==> config.mk <==
export PLATFORM = sky130hd
export DESIGN_NAME = cevero_dvfs_ctrl
export DESIGN_NICKNAME = d
export VERILOG_FILES = /design/src/rtl/cevero_dvfs_pkg.sv /design/src/rtl/cevero_dvfs_err_window.sv /design/src/rtl/cevero_dvfs_ctrl.sv
export SDC_FILE = /design/constraint.sdc
export NUM_CORES = 1
export LEC_CHECK = 0
export ABC_AREA = 1
export BUFFER_PORTS_ARGS = -buffer_cell sky130_fd_sc_hd__buf_4
export CAP_MARGIN = 20
export CORE_UTILIZATION = 55
export DETAILED_ROUTE_END_ITERATION = 8
export PLACE_DENSITY = 0.78
export REMOVE_ABC_BUFFERS = 1
export SYNTH_ARGS = -nofsm -noshare
export SYNTH_HDL_FRONTEND = slang
export SYNTH_SLANG_ARGS = --single-unit
==> constraint.sdc <==
create_clock -name clk_i -period 3.45 [get_ports clk_i]
set_input_delay 0.69 -clock clk_i [delete_from_list [all_inputs] [get_ports clk_i]]
set_output_delay 0.69 -clock clk_i [all_outputs]
set_load 0.03 [all_outputs]
==> src/rtl/cevero_dvfs_pkg.sv <==
// Shared types and helpers for the CEVERO DVFS governor.
package cevero_dvfs_pkg;

  typedef enum logic [2:0] {
    ST_IDLE   = 3'd0,
    ST_EVAL   = 3'd1,
    ST_DECF   = 3'd2,
    ST_INCF   = 3'd3,
    ST_VREQ   = 3'd4,
    ST_SETTLE = 3'd5
  } dvfs_state_e;

  typedef enum logic [1:0] {
    ACT_HOLD  = 2'd0,
    ACT_RAISE = 2'd1,
    ACT_LOWER = 2'd2
  } dvfs_action_e;

  // Number of set bits in a vector of up to 32 error sources
  function automatic logic [5:0] popcount(input logic [31:0] vec);
    logic [5:0] cnt;
    cnt = 6'd0;
    for (int i = 0; i < 32; i++) begin
      cnt = cnt + {5'd0, vec[i]};
    end
    return cnt;
  endfunction

endpackage

==> src/rtl/cevero_dvfs_err_window.sv <==
// Window timer and saturating error accumulator; hands the completed window
// count to the governor and latches it on err_count_o at evaluation.
module cevero_dvfs_err_window
  import cevero_dvfs_pkg::*;
#(
  parameter int NumErrSrc = 4,
  parameter int CntWidth  = 8,
  parameter int WindowLen = 16
) (
  input  logic                 clk_i,
  input  logic                 rst_i,
  input  logic                 enable_i,
  input  logic [NumErrSrc-1:0] error_i,
  input  logic                 idle_i,
  input  logic                 count_en_i,
  input  logic                 eval_i,
  output logic                 window_done_o,
  output logic [CntWidth-1:0]  window_cnt_o,
  output logic [CntWidth-1:0]  err_count_o
);

  localparam int TW = (WindowLen > 1) ? $clog2(WindowLen) : 1;
  localparam int SW = CntWidth + 7;
  localparam logic [SW-1:0]       CNT_MAX   = {7'd0, {CntWidth{1'b1}}};
  localparam logic [TW-1:0]       TIMER_END = TW'(WindowLen - 1);
  localparam logic [TW-1:0]       TIMER_ONE = TW'(1);

  logic [TW-1:0]       timer_r;
  logic [CntWidth-1:0] cnt_r;
  logic [5:0]          pc_s;
  logic [SW-1:0]       acc_s;
  logic [SW-1:0]       load_s;
  logic [CntWidth-1:0] acc_sat_s;
  logic [CntWidth-1:0] load_sat_s;
  logic                timer_wrap_s;

  assign pc_s          = popcount(32'(error_i));
  assign timer_wrap_s  = (timer_r == TIMER_END);
  assign window_done_o = idle_i & enable_i & timer_wrap_s;
  assign window_cnt_o  = cnt_r;

  // Saturating accumulate and saturating reload values
  always_comb begin
    acc_s      = {7'd0, cnt_r} + SW'(pc_s);
    load_s     = SW'(pc_s);
    acc_sat_s  = {CntWidth{1'b1}};
    load_sat_s = {CntWidth{1'b1}};
    if (acc_s > CNT_MAX) begin
      acc_sat_s = {CntWidth{1'b1}};
    end else begin
      acc_sat_s = acc_s[CntWidth-1:0];
    end
    if (load_s > CNT_MAX) begin
      load_sat_s = {CntWidth{1'b1}};
    end else begin
      load_sat_s = load_s[CntWidth-1:0];
    end
  end

  // Window timer: runs only while idle and enabled, restarts after any sequence
  always_ff @(posedge clk_i or posedge rst_i) begin
    if (rst_i) begin
      timer_r <= '0;
    end else if (!idle_i) begin
      timer_r <= '0;
    end else if (!enable_i) begin
      timer_r <= timer_r;
    end else if (timer_wrap_s) begin
      timer_r <= '0;
    end else begin
      timer_r <= timer_r + TIMER_ONE;
    end
  end

  // Error accumulator; errors seen during an adjustment are discarded
  always_ff @(posedge clk_i or posedge rst_i) begin
    if (rst_i) begin
      cnt_r       <= '0;
      err_count_o <= '0;
    end else if (!count_en_i) begin
      cnt_r <= '0;
    end else if (eval_i) begin
      cnt_r       <= load_sat_s;
      err_count_o <= cnt_r;
    end else begin
      cnt_r <= acc_sat_s;
    end
  end

endmodule

==> src/rtl/cevero_dvfs_ctrl.sv <==
// Window-based DVFS governor: decides raise/lower/hold per error window and
// sequences frequency steps and the regulator req/ack voltage handshake.
module cevero_dvfs_ctrl
  import cevero_dvfs_pkg::*;
#(
  parameter int VoltWidth    = 3,
  parameter int FreqWidth    = 32,
  parameter int NumErrSrc    = 4,
  parameter int CntWidth     = 8,
  parameter int WindowLen    = 16,
  parameter int MaxErrors    = 3,
  parameter int OkWindows    = 10,
  parameter int MinVolt      = 0,
  parameter int MaxVolt      = 5,
  parameter int DefVolt      = 3,
  parameter int MinFreq      = 10,
  parameter int MaxFreq      = 100,
  parameter int FreqStep     = 10,
  parameter int SettleCycles = 8
) (
  input  logic                 clk_i,
  input  logic                 rst_i,
  input  logic                 enable_i,
  input  logic [NumErrSrc-1:0] error_i,
  input  logic                 volt_ack_i,
  output logic [VoltWidth-1:0] set_voltage_o,
  output logic [FreqWidth-1:0] set_freq_o,
  output logic                 volt_req_o,
  output logic [VoltWidth-1:0] volt_target_o,
  output logic                 busy_o,
  output logic [CntWidth-1:0]  err_count_o,
  output logic                 at_limit_o
);

  localparam int FW1 = FreqWidth + 1;
  localparam int STW = (SettleCycles > 1) ? $clog2(SettleCycles) : 1;

  localparam logic [VoltWidth-1:0] V_MIN       = VoltWidth'(MinVolt);
  localparam logic [VoltWidth-1:0] V_MAX       = VoltWidth'(MaxVolt);
  localparam logic [VoltWidth-1:0] V_DEF       = VoltWidth'(DefVolt);
  localparam logic [VoltWidth-1:0] V_ONE       = VoltWidth'(1);
  localparam logic [FreqWidth-1:0] F_MIN       = FreqWidth'(MinFreq);
  localparam logic [FreqWidth-1:0] F_MAX       = FreqWidth'(MaxFreq);
  localparam logic [FreqWidth-1:0] F_STEP      = FreqWidth'(FreqStep);
  localparam logic [FW1-1:0]       F_MAX_W     = FW1'(MaxFreq);
  localparam logic [FW1-1:0]       F_STEP_W    = FW1'(FreqStep);
  localparam logic [FW1-1:0]       F_DEC_TH    = FW1'(MinFreq + FreqStep);
  localparam logic [CntWidth-1:0]  ERR_TH      = CntWidth'(MaxErrors);
  localparam logic [CntWidth-1:0]  OK_TH       = CntWidth'(OkWindows);
  localparam logic [CntWidth-1:0]  CNT_ONE     = CntWidth'(1);
  localparam logic [STW-1:0]       SETTLE_LAST = STW'(SettleCycles - 1);
  localparam logic [STW-1:0]       SETTLE_ONE  = STW'(1);

  dvfs_state_e         state_r;
  dvfs_action_e        action_s;
  logic [CntWidth-1:0] ok_cnt_r;
  logic [CntWidth-1:0] ok_inc_s;
  logic                quiet_s;
  logic                pend_r;
  logic [VoltWidth-1:0] pend_tgt_r;
  logic [STW-1:0]      settle_cnt_r;
  logic                window_done_s;
  logic [CntWidth-1:0] win_cnt_s;
  logic [FW1-1:0]      f_sum_s;
  logic [FreqWidth-1:0] f_inc_s;
  logic [FreqWidth-1:0] f_dec_s;
  logic                idle_s;
  logic                eval_s;
  logic                count_en_s;

  assign idle_s     = (state_r == ST_IDLE);
  assign eval_s     = (state_r == ST_EVAL);
  assign count_en_s = idle_s | eval_s;

  cevero_dvfs_err_window #(
    .NumErrSrc (NumErrSrc),
    .CntWidth  (CntWidth),
    .WindowLen (WindowLen)
  ) u_err_window (
    .clk_i         (clk_i),
    .rst_i         (rst_i),
    .enable_i      (enable_i),
    .error_i       (error_i),
    .idle_i        (idle_s),
    .count_en_i    (count_en_s),
    .eval_i        (eval_s),
    .window_done_o (window_done_s),
    .window_cnt_o  (win_cnt_s),
    .err_count_o   (err_count_o)
  );

  // Window decision from the completed count and the quiet-window streak
  always_comb begin
    action_s = ACT_HOLD;
    quiet_s  = 1'b0;
    ok_inc_s = ok_cnt_r;
    if (ok_cnt_r != {CntWidth{1'b1}}) begin
      ok_inc_s = ok_cnt_r + CNT_ONE;
    end else begin
      ok_inc_s = ok_cnt_r;
    end
    if (win_cnt_s > ERR_TH) begin
      action_s = ACT_RAISE;
    end else if (win_cnt_s < ERR_TH) begin
      quiet_s = 1'b1;
      if (ok_inc_s >= OK_TH) begin
        action_s = ACT_LOWER;
      end else begin
        action_s = ACT_HOLD;
      end
    end else begin
      action_s = ACT_HOLD;
    end
  end

  // Clamped frequency steps; the up-step uses one extra bit so it cannot wrap
  always_comb begin
    f_sum_s = {1'b0, set_freq_o} + F_STEP_W;
    f_inc_s = F_MAX;
    f_dec_s = F_MIN;
    if (f_sum_s > F_MAX_W) begin
      f_inc_s = F_MAX;
    end else begin
      f_inc_s = f_sum_s[FreqWidth-1:0];
    end
    if ({1'b0, set_freq_o} >= F_DEC_TH) begin
      f_dec_s = set_freq_o - F_STEP;
    end else begin
      f_dec_s = F_MIN;
    end
  end

  // Governor FSM with registered V/F, handshake and status outputs
  always_ff @(posedge clk_i or posedge rst_i) begin
    if (rst_i) begin
      state_r       <= ST_IDLE;
      set_voltage_o <= V_DEF;
      set_freq_o    <= F_MAX;
      volt_target_o <= V_DEF;
      volt_req_o    <= 1'b0;
      busy_o        <= 1'b0;
      at_limit_o    <= 1'b0;
      ok_cnt_r      <= '0;
      pend_r        <= 1'b0;
      pend_tgt_r    <= V_DEF;
      settle_cnt_r  <= '0;
    end else begin
      case (state_r)
        ST_IDLE: begin
          busy_o <= 1'b0;
          if (window_done_s) begin
            state_r <= ST_EVAL;
          end else begin
            state_r <= ST_IDLE;
          end
        end
        ST_EVAL: begin
          case (action_s)
            ACT_RAISE: begin
              ok_cnt_r <= '0;
              if (set_freq_o > F_MIN) begin
                state_r    <= ST_DECF;
                busy_o     <= 1'b1;
                at_limit_o <= 1'b0;
                pend_r     <= (set_voltage_o < V_MAX);
                pend_tgt_r <= set_voltage_o + V_ONE;
              end else if (set_voltage_o < V_MAX) begin
                state_r       <= ST_VREQ;
                busy_o        <= 1'b1;
                at_limit_o    <= 1'b0;
                volt_req_o    <= 1'b1;
                volt_target_o <= set_voltage_o + V_ONE;
              end else begin
                state_r    <= ST_IDLE;
                busy_o     <= 1'b0;
                at_limit_o <= 1'b1;
              end
            end
            ACT_LOWER: begin
              ok_cnt_r   <= '0;
              at_limit_o <= 1'b0;
              busy_o     <= 1'b1;
              if (set_voltage_o > V_MIN) begin
                state_r    <= ST_DECF;
                pend_r     <= 1'b1;
                pend_tgt_r <= set_voltage_o - V_ONE;
              end else begin
                state_r <= ST_INCF;
                pend_r  <= 1'b0;
              end
            end
            default: begin
              at_limit_o <= 1'b0;
              busy_o     <= 1'b0;
              state_r    <= ST_IDLE;
              if (quiet_s) begin
                ok_cnt_r <= ok_inc_s;
              end else begin
                ok_cnt_r <= ok_cnt_r;
              end
            end
          endcase
        end
        ST_DECF: begin
          set_freq_o <= f_dec_s;
          pend_r     <= 1'b0;
          if (pend_r) begin
            state_r       <= ST_VREQ;
            volt_req_o    <= 1'b1;
            volt_target_o <= pend_tgt_r;
          end else begin
            state_r <= ST_SETTLE;
          end
        end
        ST_INCF: begin
          set_freq_o <= f_inc_s;
          state_r    <= ST_SETTLE;
        end
        ST_VREQ: begin
          if (volt_ack_i) begin
            set_voltage_o <= volt_target_o;
            volt_req_o    <= 1'b0;
            state_r       <= ST_SETTLE;
          end else begin
            volt_req_o <= 1'b1;
          end
        end
        ST_SETTLE: begin
          if (settle_cnt_r == SETTLE_LAST) begin
            settle_cnt_r <= '0;
            state_r      <= ST_IDLE;
            busy_o       <= 1'b0;
          end else begin
            settle_cnt_r <= settle_cnt_r + SETTLE_ONE;
          end
        end
        default: begin
          state_r      <= ST_IDLE;
          busy_o       <= 1'b0;
          volt_req_o   <= 1'b0;
          settle_cnt_r <= '0;
        end
      endcase
    end
  end

endmodule

==> summary.md <==
| Metric | Value |
|---|---|
| Status | `completed` |
| Slew Viols, Final | `0` |
| FMAX | `359 MHz` |
| Synthesized cell area | `0.00570 sq mm` |
| Avg WL per Cell | `14.9 um` |
| Syn avg cell area | `6.82 sq um` |
| DRT iter0 DRCs | `330` |
| Pre-CTS WS | `293 ps` |
| Switch Pwr | `0.00201 W` |
| Peak supply drop | `0.480 mV` |
| Post-DR vias/cell | `5.64` |
| Final Hold Fails | `0` |
| Total track usage | `29.8%` |
| Synthesis-to-finish area growth | `12.8%` |
| TNS Setup | `0 ps` |
| Clock Skews | `14.3 ps` |
| Cells taking the most area after synthesis | `dfrtp_1, nand2_1, nor2_1` |
| Total CTS buffers | `9` |
| Met3 global-route usage | `under 10%` |
| Hold Slack | `259 ps` |
| # H-tree levels | `3` |
| Die width | `104 um` |
| Startpoint type of the worst setup path | `input pin` |
| CP max FO | `4` |
| Clk Latency, worst-skew pair | `360 ps` |
| Setup crit end kind | `flip-flop` |
| Rows | `36` |
| Most numerous cell in the Yosys netlist | `nand2_1` |
| CTS root buf | `clkbuf_8` |
| Total grt overflow | `0` |
| CTS Hold Bufs | `0` |
| Reg2Reg Depth | `13` |
| Critical Path Sink | `u_err_window.window_cnt_o[2]` |
| DRC | `0` |
| GRT met1 Usage | `39.7%` |
| CP Launch Point | `error_i[0]` |
| Clock power share | `between 10% and 20%` |
| Internal power | `0.00214 W` |
| Number of routed nets with antenna violations | `0` |
| Comb pwr share | `51.3%` |
| Ys async rst share | `100%` |
| Number of port buffers | `55` |
| Synth top area share | `a little under a third` |
| Worst r2r src | `set_freq_o[24]` |
| GRT Max-Usage Layer | `met2` |
| CP Data Arrival Time | `approximately 3000 ps` |
| Top cells by count, synth | `nand2_1, nor2_1, inv_1, nand3_1, dfrtp_1` |
| Post-Route WL | `around 15 mm` |
| Dpl hpwl | `~11 mm` |
| WS Path Type | `input pin to flip-flop` |
| Post-CTS setup buffers | `0` |
| Worst r2r dst | `set_freq_o[21]` |
| Placed insts | `1007` |
| Slowest stage delay, CP | `roughly 420 ps` |
| Global-route wire length before repair | `roughly 26 mm` |
| Tcrit/Tclk final | `80.7%` |
| DIE AREA | `between 0.01 and 0.015 sq mm` |
| Most common cell on crit path | `inv_1` |
| Die H | `104 um` |
| Power Dens Cells | `647 mW/mm^2` |
| Drt first pass iters | `8` |
| Library cells used by synthesis | `46` |
| GP Congestion | `0.930` |
| Cts repair resizes | `0` |
| LEAKAGE | `3.31 nW` |
| Vias in the first global route | `5493` |
| Top FF cell, synth | `dfrtp_1` |
| Finished Layout Cells | `1024` |
| # IOs | `57` |
| Area leader, netlist | `dfrtp_1` |
| Via Count | `5774` |
| #FFs+latches synth | `78` |
| Initial Utilization | `between 50 and 60%` |
| Share of cells above drive strength 1 | `between 10% and 20%` |
| # setup viols final | `0` |
| Unrepaired setup endpoints after global routing | `false` |
| Layout net count | `912` |
| Number of diodes | `0` |
| CTS tree | `yes` |
| Clock transition at the registers of the reported paths | `about 90 ps` |
| Clk sink count | `78` |
| Post-synth EDFFs | `0` |
| Clk buf depth | `2` |
| Largest net degree at the start of global routing | `55` |
| Fin crit period | `between 2000 and 3000 ps` |
| Final worst setup slack | `666 ps` |
| Synth warnings | `0` |
| Initial antenna violation count | `0` |
| Syn Inst Count | `around 840` |
| Slew @ Worst Pin | `617 ps` |
| Sw Ratio | `48.5%` |
| Core ar. | `~0.0099 sq mm` |
| Worst EP required | `3720 ps` |
| CP cell instances | `buf_4 -> ha_1 -> inv_1 -> fa_1 -> inv_1 -> ha_1 -> fa_1 -> nand2_1 -> a21oi_2 -> nand4_1 -> nor2_2 -> inv_1 -> a311oi_1` |
| Max_slew headroom | `58.8%` |
| Flop pwr share | `31.3%` |
| Global Route met2 Usage | `between 40% and 50%` |
| Max-Cap Viols | `0` |
| Worst hold-check path type | `input pin to async pin` |
| Fillers | `909` |
| CP max-delay cell | `fa_1` |
| Worst R2R Setup Slack | `820 ps` |
| Seq/Total Area, Yosys | `34.5%` |
==> routing by layer <==
metal | wire [um] | up-vias
li1 | - | 2817
met1 | 6600 | 2701
met3 | 940 | 34
met5 | 0 | -
met2 | 7340 | 222
met4 | 391 | 0
==> area by class of cell <==
class | count | area (sq um) | share of cell area [%]
Multi-Input combinational cell | 624 | 3200 | 49.8
Sequential cell | 78 | 1960 | 30.5
Timing Repair Buffer | 61 | 470 | 7.32
Inverter | 112 | 422 | 6.56
Tap cell | 133 | 166 | 2.59
Clock buffer | 13 | 159 | 2.47
Clock inverter | 3 | 42.5 | 0.662
==> worst min-delay path by stage <==
| stage | from | cells past startpoint | endpoint |
|---|---|---|---|
| final | rst_i | 2 | set_freq_o[27] |
| after global routing | rst_i | 2 | set_freq_o[20] |
| after CTS | pend_tgt_r[1] | 2 | pend_tgt_r[1] |
| after detailed placement | u_err_window.err_count_o[6] | 2 | u_err_window.err_count_o[6] |
| after global placement | pend_tgt_r[1] | 2 | pend_tgt_r[1] |
| after floorplan | pend_tgt_r[1] | 2 | pend_tgt_r[1] |
==> worst max-delay path: cells and delay by family <==
kind | cells | cell delay (ps)
AOI/OAI and AO/OA | 2 | 430
buffers and inverters | 4 | 350
adders and majority gates | 4 | 1100
and+or+nand+nor | 3 | 480
==> through the flow <==
stage                     power, W  cell area, sq um  utilization, %
final                      0.00416              6430            64.8
after CTS                  0.00413              6410            64.6
after global placement     0.00332              6200            62.6
after detailed placement   0.00339              6200            62.6
after global routing       0.00447              6430            64.8
after floorplan            0.00279              5590               -
==> layout by cell type (no fill, tap or decap), drive strengths merged, types with 13 or more instances in the layout <==
master,instances
a21oi,20
inv,110
o21ai,61
nor3,23
clkbuf,13
buf,61
nand2,215
ha,16
nand4,22
xor2,28
nand3,74
dfrtp,69
nor2,127
==> cell families after synthesis <==
group                      Yosys count  synth area share [%]
xor gates and xnor gates            30                  4.61
DFF                                 78                  34.5
other                                1                0.0658
buffers and inverters              133                  9.29
AOI/OAI and AO/OA                  106                  11.0
adders and majority gates           18                  4.22
and+or+nand+nor                    469                  36.3
==> sequential cells by signal (all words and copies together), names as in the netlist <==
register,count
set_voltage_o,3
at_limit_o,1
settle_cnt_r,3
u_err_window.err_count_o,8
busy_o,1
volt_target_o,3
u_err_window.window_cnt_o,8
ok_cnt_r,8
pend_r,1
volt_req_o,1
set_freq_o,31
u_err_window.timer_r,4
state_r,3
pend_tgt_r,3
==> power by group through the flow <==
stage | registers (W) | clock network, W | logic [W]
after floorplan | 0.00143 | 0 | 0.00136
after global placement | 0.00130 | 0 | 0.00202
after detailed placement | 0.00131 | 0 | 0.00208
after CTS | 0.00130 | 0.000732 | 0.00210
after global routing | 0.00133 | 0.000774 | 0.00236
final | 0.00130 | 0.000726 | 0.00213
No activity file was read; power rests on OpenSTA's default activity.
